--- config.mk ---
export PLATFORM = sky130hd
export DESIGN_NAME = coin_input_conditioner
export DESIGN_NICKNAME = d
export VERILOG_FILES = /design/src/rtl/coin_input_conditioner_pkg.sv /design/src/rtl/coin_input_conditioner_debounce_cell.sv /design/src/rtl/coin_input_conditioner.sv
export SDC_FILE = /design/constraint.sdc
export NUM_CORES = 1
export LEC_CHECK = 0
export BUFFER_PORTS_ARGS = -buffer_cell sky130_fd_sc_hd__buf_2
export CAP_MARGIN = 40
export CORE_ASPECT_RATIO = 1.25
export CORE_MARGIN = 5
export CORE_UTILIZATION = 50
export CTS_CLUSTER_SIZE = 16
export DETAILED_ROUTE_END_ITERATION = 16
export HOLD_SLACK_MARGIN = 0.06
export PLACE_DENSITY = 0.72
export SYNTH_ARGS = -nofsm -noshare
export SYNTH_HDL_FRONTEND = slang
export SYNTH_SLANG_ARGS = --single-unit
--- constraint.sdc ---
create_clock -name clk -period 2.4 [get_ports clk]
set_clock_uncertainty 0.05 [all_clocks]
set_input_delay 0.24 -clock clk [delete_from_list [all_inputs] [get_ports clk]]
set_output_delay 0.24 -clock clk [all_outputs]
set_load 0.03 [all_outputs]
--- src/rtl/coin_input_conditioner_pkg.sv ---
// Shared vending-machine definitions: coin codes, coin values and button/switch bit positions.
// Used by the coin input conditioner and the vending FSM.
package vm_pkg;

    localparam int NUM_BTN = 4;
    localparam int NUM_SW  = 3;

    localparam logic [1:0] COIN_NICKEL  = 2'd0;
    localparam logic [1:0] COIN_DIME    = 2'd1;
    localparam logic [1:0] COIN_QUARTER = 2'd2;
    localparam logic [1:0] COIN_CLEAR   = 2'd3;

    localparam logic [7:0] NICKEL_CENTS  = 8'd5;
    localparam logic [7:0] DIME_CENTS    = 8'd10;
    localparam logic [7:0] QUARTER_CENTS = 8'd25;

    localparam int BTN_NICKEL  = 3;
    localparam int BTN_DIME    = 2;
    localparam int BTN_QUARTER = 1;
    localparam int BTN_CLEAR   = 0;

    localparam int SW_BEAN    = 2;
    localparam int SW_CHICKEN = 1;
    localparam int SW_STEAK   = 0;

    // Clear carries no money, so it maps to zero cents.
    function automatic logic [7:0] coin_cents(input logic [1:0] code);
        logic [7:0] cents;
        cents = 8'd0;
        case (code)
            COIN_NICKEL:  cents = NICKEL_CENTS;
            COIN_DIME:    cents = DIME_CENTS;
            COIN_QUARTER: cents = QUARTER_CENTS;
            default:      cents = 8'd0;
        endcase
        return cents;
    endfunction

endpackage

--- src/rtl/coin_input_conditioner_debounce_cell.sv ---
// One input channel: 2-flop synchroniser followed by a stability counter that
// only moves the debounced level after DEBOUNCE_CYCLES consecutive differing samples.
module debounce_cell #(
    parameter int DEBOUNCE_CYCLES = 500000,
    parameter int CNT_W           = 19
) (
    input  logic clk,
    input  logic rst_n,
    input  logic raw_i,
    output logic level_o
);

    logic             sync1_q;
    logic             sync2_q;
    logic             level_q;
    logic             level_d;
    logic [CNT_W-1:0] cnt_q;
    logic [CNT_W-1:0] cnt_d;

    // Any sample matching the current level restarts the count, so only an
    // unbroken run of differing samples can flip the level.
    always_comb begin
        cnt_d   = '0;
        level_d = level_q;
        if (sync2_q != level_q) begin
            if (cnt_q == CNT_W'(DEBOUNCE_CYCLES - 1)) begin
                level_d = sync2_q;
            end else begin
                cnt_d = cnt_q + CNT_W'(1);
            end
        end
    end

    always_ff @(posedge clk or negedge rst_n) begin
        if (!rst_n) begin
            sync1_q <= 1'b0;
            sync2_q <= 1'b0;
            level_q <= 1'b0;
            cnt_q   <= '0;
        end else begin
            sync1_q <= raw_i;
            sync2_q <= sync1_q;
            level_q <= level_d;
            cnt_q   <= cnt_d;
        end
    end

    assign level_o = level_q;

endmodule

--- src/rtl/coin_input_conditioner.sv ---
// Debounces coin buttons and product switches, turns each button press into one
// queued event on a valid/ready handshake. COIN_TALLY_EN adds saturating coin tallies.
module coin_input_conditioner
    import vm_pkg::*;
#(
    parameter int DEBOUNCE_CYCLES = 500000,
    parameter int CNT_W           = 19
) (
    input  logic       clk,
    input  logic       rst_n,
    input  logic [3:0] btn_raw,
    input  logic [2:0] sw_raw,
    output logic       evt_valid,
    output logic [1:0] evt_code,
    input  logic       evt_ready,
    output logic [2:0] sel,
    output logic       overrun
`ifdef COIN_TALLY_EN
    ,
    output logic [23:0] tally
`endif
);

    logic [NUM_BTN-1:0] btn_lvl;
    logic [NUM_SW-1:0]  sw_lvl;
    logic [NUM_BTN-1:0] btn_prev_q;
    logic [NUM_BTN-1:0] pending_q;
    logic [NUM_BTN-1:0] pending_d;
    logic [NUM_BTN-1:0] rise;
    logic [NUM_BTN-1:0] grant;
    logic [NUM_BTN-1:0] take;
    logic               overrun_q;
    logic               overrun_d;

    for (genvar b = 0; b < NUM_BTN; b++) begin : g_btn
        debounce_cell #(
            .DEBOUNCE_CYCLES(DEBOUNCE_CYCLES),
            .CNT_W          (CNT_W)
        ) u_db (
            .clk    (clk),
            .rst_n  (rst_n),
            .raw_i  (btn_raw[b]),
            .level_o(btn_lvl[b])
        );
    end

    for (genvar s = 0; s < NUM_SW; s++) begin : g_sw
        debounce_cell #(
            .DEBOUNCE_CYCLES(DEBOUNCE_CYCLES),
            .CNT_W          (CNT_W)
        ) u_db (
            .clk    (clk),
            .rst_n  (rst_n),
            .raw_i  (sw_raw[s]),
            .level_o(sw_lvl[s])
        );
    end

    // Fixed-priority arbiter: nickel beats dime beats quarter beats clear.
    always_comb begin
        evt_valid = |pending_q;
        evt_code  = COIN_NICKEL;
        grant     = '0;
        if (pending_q[BTN_NICKEL]) begin
            evt_code          = COIN_NICKEL;
            grant[BTN_NICKEL] = 1'b1;
        end else if (pending_q[BTN_DIME]) begin
            evt_code        = COIN_DIME;
            grant[BTN_DIME] = 1'b1;
        end else if (pending_q[BTN_QUARTER]) begin
            evt_code           = COIN_QUARTER;
            grant[BTN_QUARTER] = 1'b1;
        end else if (pending_q[BTN_CLEAR]) begin
            evt_code         = COIN_CLEAR;
            grant[BTN_CLEAR] = 1'b1;
        end
    end

    // A new press on the cycle its bit is consumed re-sets the bit, so it is
    // not an overrun; only a press onto an untouched pending bit is dropped.
    always_comb begin
        take      = grant & {NUM_BTN{evt_valid & evt_ready}};
        rise      = btn_lvl & ~btn_prev_q;
        pending_d = (pending_q & ~take) | rise;
        overrun_d = |(rise & pending_q & ~take);
    end

    always_ff @(posedge clk or negedge rst_n) begin
        if (!rst_n) begin
            btn_prev_q <= '0;
            pending_q  <= '0;
            overrun_q  <= 1'b0;
        end else begin
            btn_prev_q <= btn_lvl;
            pending_q  <= pending_d;
            overrun_q  <= overrun_d;
        end
    end

    assign overrun = overrun_q;
    assign sel     = sw_lvl;

`ifdef COIN_TALLY_EN
    logic [7:0] nickels_q;
    logic [7:0] dimes_q;
    logic [7:0] quarters_q;

    // Tallies only count accepted coins and hold at 255; clear events leave them alone.
    always_ff @(posedge clk or negedge rst_n) begin
        if (!rst_n) begin
            nickels_q  <= 8'd0;
            dimes_q    <= 8'd0;
            quarters_q <= 8'd0;
        end else begin
            if (take[BTN_NICKEL] && nickels_q != 8'hFF) begin
                nickels_q <= nickels_q + 8'd1;
            end
            if (take[BTN_DIME] && dimes_q != 8'hFF) begin
                dimes_q <= dimes_q + 8'd1;
            end
            if (take[BTN_QUARTER] && quarters_q != 8'hFF) begin
                quarters_q <= quarters_q + 8'd1;
            end
        end
    end

    assign tally = {nickels_q, dimes_q, quarters_q};
`endif

endmodule

* Word-level counts from Yosys, hierarchy flattened
Cells that the tools add are included.
** Word-level totals
- Word-level logic and storage cells :: 95
- Input port bits :: 10
- Register bits after elaboration :: 163
** Cells by class
- Equal/unequal tests :: 14
- Mux-type cells :: 25
- Bitwise operators :: 9
- Reduce and logical (&&, ||, !) cells :: 9
- $add $sub $neg :: 7
** Operators with widths (number)
- 19-bit two-way mux :: 14
- 19-bit by 1-bit adder with 19-bit output, second input constant :: 7
- 19-bit equality test, second input constant :: 7
- 4-bit bitwise AND :: 5
- 2-bit AND reduction :: 7
- 2-bit two-way mux :: 5
- 4-bit NOT :: 2
- 4-bit OR reduction :: 2
- 1-bit != test :: 7
- 1-bit two-way mux :: 5
- 4-bit bitwise OR :: 1
- 3-bit two-way mux :: 1
- 1-bit bitwise AND :: 1

* Depth between registers and ports, before layout
- Depth after elaboration :: 8
- Depth in mapped cells :: 7
- Mapped depth without buffers :: 5

* Cells and area by module
From an unflattened synthesis, not the netlist that was laid out.
** Unflattened totals
- Cell total of the unflattened synthesis :: 771
- Area total of the unflattened synthesis :: 7920.1 um2
** By module, submodules not included
- debounce_cell (g_btn[0].u_db ...) :: area an instance 1079.8 um2, sequential area each 550.5 um2, instances 6, cells each 105
- debounce_cell (g_btn[2].u_db) :: area an instance 1073.5 um2, sequential area each 550.5 um2, instances 1, cells each 105
- coin_input_conditioner :: area an instance 367.9 um2, sequential area each 225.2 um2, instances 1, cells each 36

* Worst setup path before layout
Ideal clock, no wire load.
- Path type :: register to register
- Start point :: register g_btn[3].u_db.cnt_q[12]
- End point :: register g_btn[3].u_db.level_q
- Required time :: 2.225 ns
- Slack :: 0.360 ns
- Arrival :: 1.866 ns
- Path buffers :: 0
- Setup time :: 0.125 ns
- Stages on the path, launching flop included :: 5
- Cell sequence :: dfrtp_1 or4_1 or4_4 nor2_1 mux2_2
** On the way
- Longest elaborated chain between the ends :: 2
** Ends and longest elaborated chain
- from (decl) :: line coin_input_conditioner_debounce_cell.sv:17 : logic [CNT_W-1:0] cnt_q;
- from (signal assigned) :: line coin_input_conditioner_debounce_cell.sv:44 : cnt_q <= cnt_d;
- 19-bit equality test :: line coin_input_conditioner_debounce_cell.sv:26 : if (cnt_q == CNT_W'(DEBOUNCE_CYCLES - 1)) begin
- 2-bit AND reduction (no line)
- to (signal assigned) :: line coin_input_conditioner_debounce_cell.sv:43 : level_q <= level_d;
- to (decl) :: line coin_input_conditioner_debounce_cell.sv:15 : logic level_q;
Every way passes these cells.
A chain may end at the register's enable or synchronous reset.

* Final worst setup path
- Start point :: register g_sw[0].u_db.cnt_q[12]
- End point :: register g_sw[0].u_db.cnt_q[16]
** On the way
- Longest elaborated chain between the ends :: 3
- Elaborated cells on any way between the ends :: 4
- Classes of those cells :: add/sub: 1; eq/ne: 1; mux: 2
** Ends and longest elaborated chain
- from (decl) :: line coin_input_conditioner_debounce_cell.sv:17
- from (signal assigned) :: line coin_input_conditioner_debounce_cell.sv:44
- 19-bit by 1-bit adder with 19-bit output / 19-bit equality test (equally long branches) :: line coin_input_conditioner_debounce_cell.sv:29, coin_input_conditioner_debounce_cell.sv:26
- 19-bit two-way mux (*) :: line coin_input_conditioner_debounce_cell.sv:26
- 19-bit two-way mux (*) :: line coin_input_conditioner_debounce_cell.sv:25 : if (sync2_q != level_q) begin
- named net g_sw[0].u_db.cnt_d[16] :: line coin_input_conditioner_debounce_cell.sv:18 : logic [CNT_W-1:0] cnt_d;
Mark *: on every way through the listed nets, which the timed path passes. The rest lies on a longest branch.

==> impl.org <==
** Clock network
- TritonCTS built the clock tree.
- The later pin in the worst-skew pair is clocked with a latency of between 400 and 500 ps.
- The H-tree was split into 4 levels.
- CTS placed an instance of sky130_fd_sc_hd__clkbuf_16 at the clock tree root.
- In this run the deepest clock path goes through 2 buffers.
- In this run, CTS created clock tree buffers numbering 17.
- # resized after CTS :: 0
- For this design, the sink count on the clock tree is 163.
- Clock-pin transition on the worst setup and hold timing paths :: 60 ps

** Timing
- The count of endpoints failing hold in the final timing report is 0.
- The final number of max-transition violations is 0.
- In the finished design, the share of the clock period the worst path needs comes to 91.5%.
- Headroom to the max-slew limit :: 55.0%
- Final setup fails :: 0
- Setup TNS :: 0 ps
- Setup repair after global routing left no endpoint under its margin.
- Worst-case hold slack :: just over 300 ps
- Setup ws final :: 205 ps
- Maximum clock rate :: 455 MHz
- At the pin with the least slew margin, the transition time is 675 ps.
- The routed design could run at a clock period as short as about 2200 ps.

** Cells and area
- Most common cell after layout, fill and taps aside :: sky130_fd_sc_hd__dfrtp_1
- Final core utilization :: 58.2%
- The finished cells cover 0.00878 mm².
- Layout Cells excl Fill :: 1,019
- The layout has 1,229 filler cells.
- Commonest cells after routing, fill and taps aside :: 163 x sky130_fd_sc_hd__dfrtp_1, 110 x sky130_fd_sc_hd__nor2_1, 53 x sky130_fd_sc_hd__xnor2_1, 46 x sky130_fd_sc_hd__nand2_1, 44 x sky130_fd_sc_hd__nand3_1
- Diode count :: 0
- At the end of the flow, the number of nets in the layout was ~800.
- Compared with the post-synthesis result, the final layout area differs by 13.9%.
- Of the cells placed in the final design, the portion with a size suffix greater than 1 is ~11%.

** Synthesis
- Mapped Area :: 0.00771 mm²
- Cells after synthesis :: 762
- A synthesized cell averages 10.1 µm².
- The netlist uses 49 different library cells.
- Fraction of the yosys area taken by sequential cells :: 52.9%
- Dominant synthesized flop cell :: sky130_fd_sc_hd__dfrtp_1
- Yosys Warn Count :: 0
- Counting every net in the synthesized netlist gives 779.
- Synthesized flop and latch total :: 163
- Yosys mapped a number of flops with a built-in enable equal to 0.
- Async SR Flop Fraction :: 100%

** Routing
- Routed Wire Length :: between 10 and 15 mm
- Count of nets left with antenna violations after detail routing :: 0
- In the final routed layout, each cell accounts on average for 14.2 µm.
- The pre-antenna-repair detailed-routing pass consisted of 5 iterations.
- Summing over every cut layer, the via total after detailed routing is around 5,700.
- For this block, the initial DRC count from the detailed router was 354.
- For this run, design rule violations remaining after detail routing come to 0.
- Vias/cell :: 5.59

** Placed design
- DPL Wire Length :: 9.95 mm
- Final estimated routing congestion in global placement :: 0.867
- Placement Cell Area :: a little over 0.008 mm²
- Pre-CTS setup slack :: 218 ps
- Count of input and output buffers :: 16
- Placed insts :: roughly 980

** Setup path
- Worst path top cell family by delay :: simple AND/OR/NAND/NOR gates
- Required time of the critical path :: around 2600 ps
- The critical path is of the flip-flop to flip-flop type.
- The worst setup path is launched from a flip-flop.
- The signal on the critical path passes through or4_1 > or4_4 > o21ai_4 > a21oi_1.
- Along the worst path, the maximum fanout reaches 18.
- Buffers plus inverters on the worst setup path :: 0
- On the critical path, the stage with the largest delay is an instance of sky130_fd_sc_hd__or4_4.
- WP data arrival :: 2430 ps
- Delay of the slowest critical-path stage :: ~550 ps
- STA classifies the critical path endpoint as a flip-flop.

** Flow run
- Number of max-cap violations :: 0

** Power and ir drop
- In this run the static leakage power is 3.55 nW.
- IR analysis of the VDD net gives a maximum drop of 0.000649 V.
- Power per standard cell area :: ~670 mW/mm²
- Pwr Total :: about 6 mW

** Die
- The floorplan has 50 rows.
- Die ar. :: 0.0180 mm²
- The floorplan step set the die height to 149 µm.
- Pin placement for this block handled 17 I/O pins.
- The core region is between 0.015 and 0.02 mm².
- For this configuration, the core starts out at a cell density of 51.1%.
- From left edge to right edge, the die measures 121 µm.

** Global route
- The via count of the first global-routing pass was between 5,000 and 6,000.
- For this run the aggregate overflow at the end of global routing stands at 0.
- GRT Util Overall :: 17.3%
- Wire length of the first global-routing pass :: around 26 mm
- Entering global routing, the biggest net connects 75 pins.
- Antenna violations before repair :: 0

** Run status
- The flow ran to the end, and the final reports show no timing, DRC or antenna violations.

** Min path
- Type of the most critical hold path :: flip-flop to flip-flop
-- Yosys cell counts (9+ instances only) --
master	count	area, µm²
sky130_fd_sc_hd__nand2_1	46	173
sky130_fd_sc_hd__and4_1	11	96.3
sky130_fd_sc_hd__and2_1	9	56.3
sky130_fd_sc_hd__xnor2_1	53	464
sky130_fd_sc_hd__a21oi_1	37	185
sky130_fd_sc_hd__xor2_1	39	342
sky130_fd_sc_hd__nor4_1	18	113
sky130_fd_sc_hd__o21ai_0	19	95.1
sky130_fd_sc_hd__nand3_1	44	220
sky130_fd_sc_hd__inv_1	28	105
sky130_fd_sc_hd__clkbuf_1	10	37.5
sky130_fd_sc_hd__or4_1	20	150
sky130_fd_sc_hd__nor3_1	17	85.1
sky130_fd_sc_hd__nand4_1	31	194
sky130_fd_sc_hd__dfrtp_1	163	4080
sky130_fd_sc_hd__o31ai_1	17	128
sky130_fd_sc_hd__nor2_1	110	413
sky130_fd_sc_hd__or3_1	22	138
-- final cells by class --
cell class                 count  area [µm²]  area share [%]
sequential                   163        4080            46.5
clock inverter                14         188            2.14
multi-input combinational    551        3420            38.9
inverter                      28         105            1.20
clock buffer                  18         439            5.00
timing repair buffer          37         292            3.32
tap                          208         260            2.96
-- cells by family after synthesis --
kind of cell,count (synthesis),share of synthesized area (%)
AND/OR/NAND/NOR,360,24.8
flip-flops,163,52.9
XOR/XNOR,92,10.5
AO/OA/AOI/OAI,85,6.93
buffers and inverters,48,2.74
multiplexers,7,1.02
adder cells (fa/ha/maj),7,1.14
-- power breakdown --
group	internal, mW	total [mW]	switching, mW
registers	2.79	2.83	0.0377
clock network	1.70	2.84	1.15
logic	0.0662	0.194	0.128
total	4.55	5.86	1.31
-- worst paths after layout --
path                       slack, ps  depth (start not counted)                             start                                to
min                              300                          0   g_btn[3].u_db.sync1_q$_DFF_PN0_   g_btn[3].u_db.sync2_q$_DFF_PN0_
max                              200                          4  g_sw[0].u_db.cnt_q[12]$_DFF_PN0_  g_sw[0].u_db.cnt_q[16]$_DFF_PN0_
max in group asynchronous       1260                          3                             rst_n  g_sw[2].u_db.cnt_q[12]$_DFF_PN0_
min in group asynchronous        340                          2                             rst_n  g_btn[0].u_db.cnt_q[1]$_DFF_PN0_
min reg2reg                      300                          0   g_btn[3].u_db.sync1_q$_DFF_PN0_   g_btn[3].u_db.sync2_q$_DFF_PN0_
max reg2reg                      200                          4  g_sw[0].u_db.cnt_q[12]$_DFF_PN0_  g_sw[0].u_db.cnt_q[16]$_DFF_PN0_
-- state kept, by name (all words and copies together) (netlist names), 4 cells and up --
register	flops
g_btn.u_db.cnt_q	76
g_sw.u_db.cnt_q	57
btn_prev_q	4
g_btn.u_db.level_o	4
g_btn.u_db.sync1_q	4
g_btn.u_db.sync2_q	4
pending_q	4
-- what timing repair did --
| action | 4_1_cts | 5_1_grt |
|---|---|---|
| endpoints found under the setup margin | 0 | 0 |
| hold endpoints to repair | 78 | 0 |
| hold buffers | 9 | 0 |
| buffers inserted | 0 | 0 |
-- worst reg2reg max path, stage by stage (launching register included) --
cell                      delay [ps]
sky130_fd_sc_hd__dfrtp_1         410
sky130_fd_sc_hd__or4_1           500
sky130_fd_sc_hd__or4_4           550
sky130_fd_sc_hd__o21ai_4         430
sky130_fd_sc_hd__a21oi_1         110
-- per-layer routing --
layer	vias to the layer above	global-route usage [%]	wire [µm]
met5	-	0	0
met4	0	7.20	243
met3	25	3.98	455
met2	99	28.9	7320
met1	2803	21.6	6420
li1	2771	-	-
Note: power is estimated with default switching activity, not from simulation.
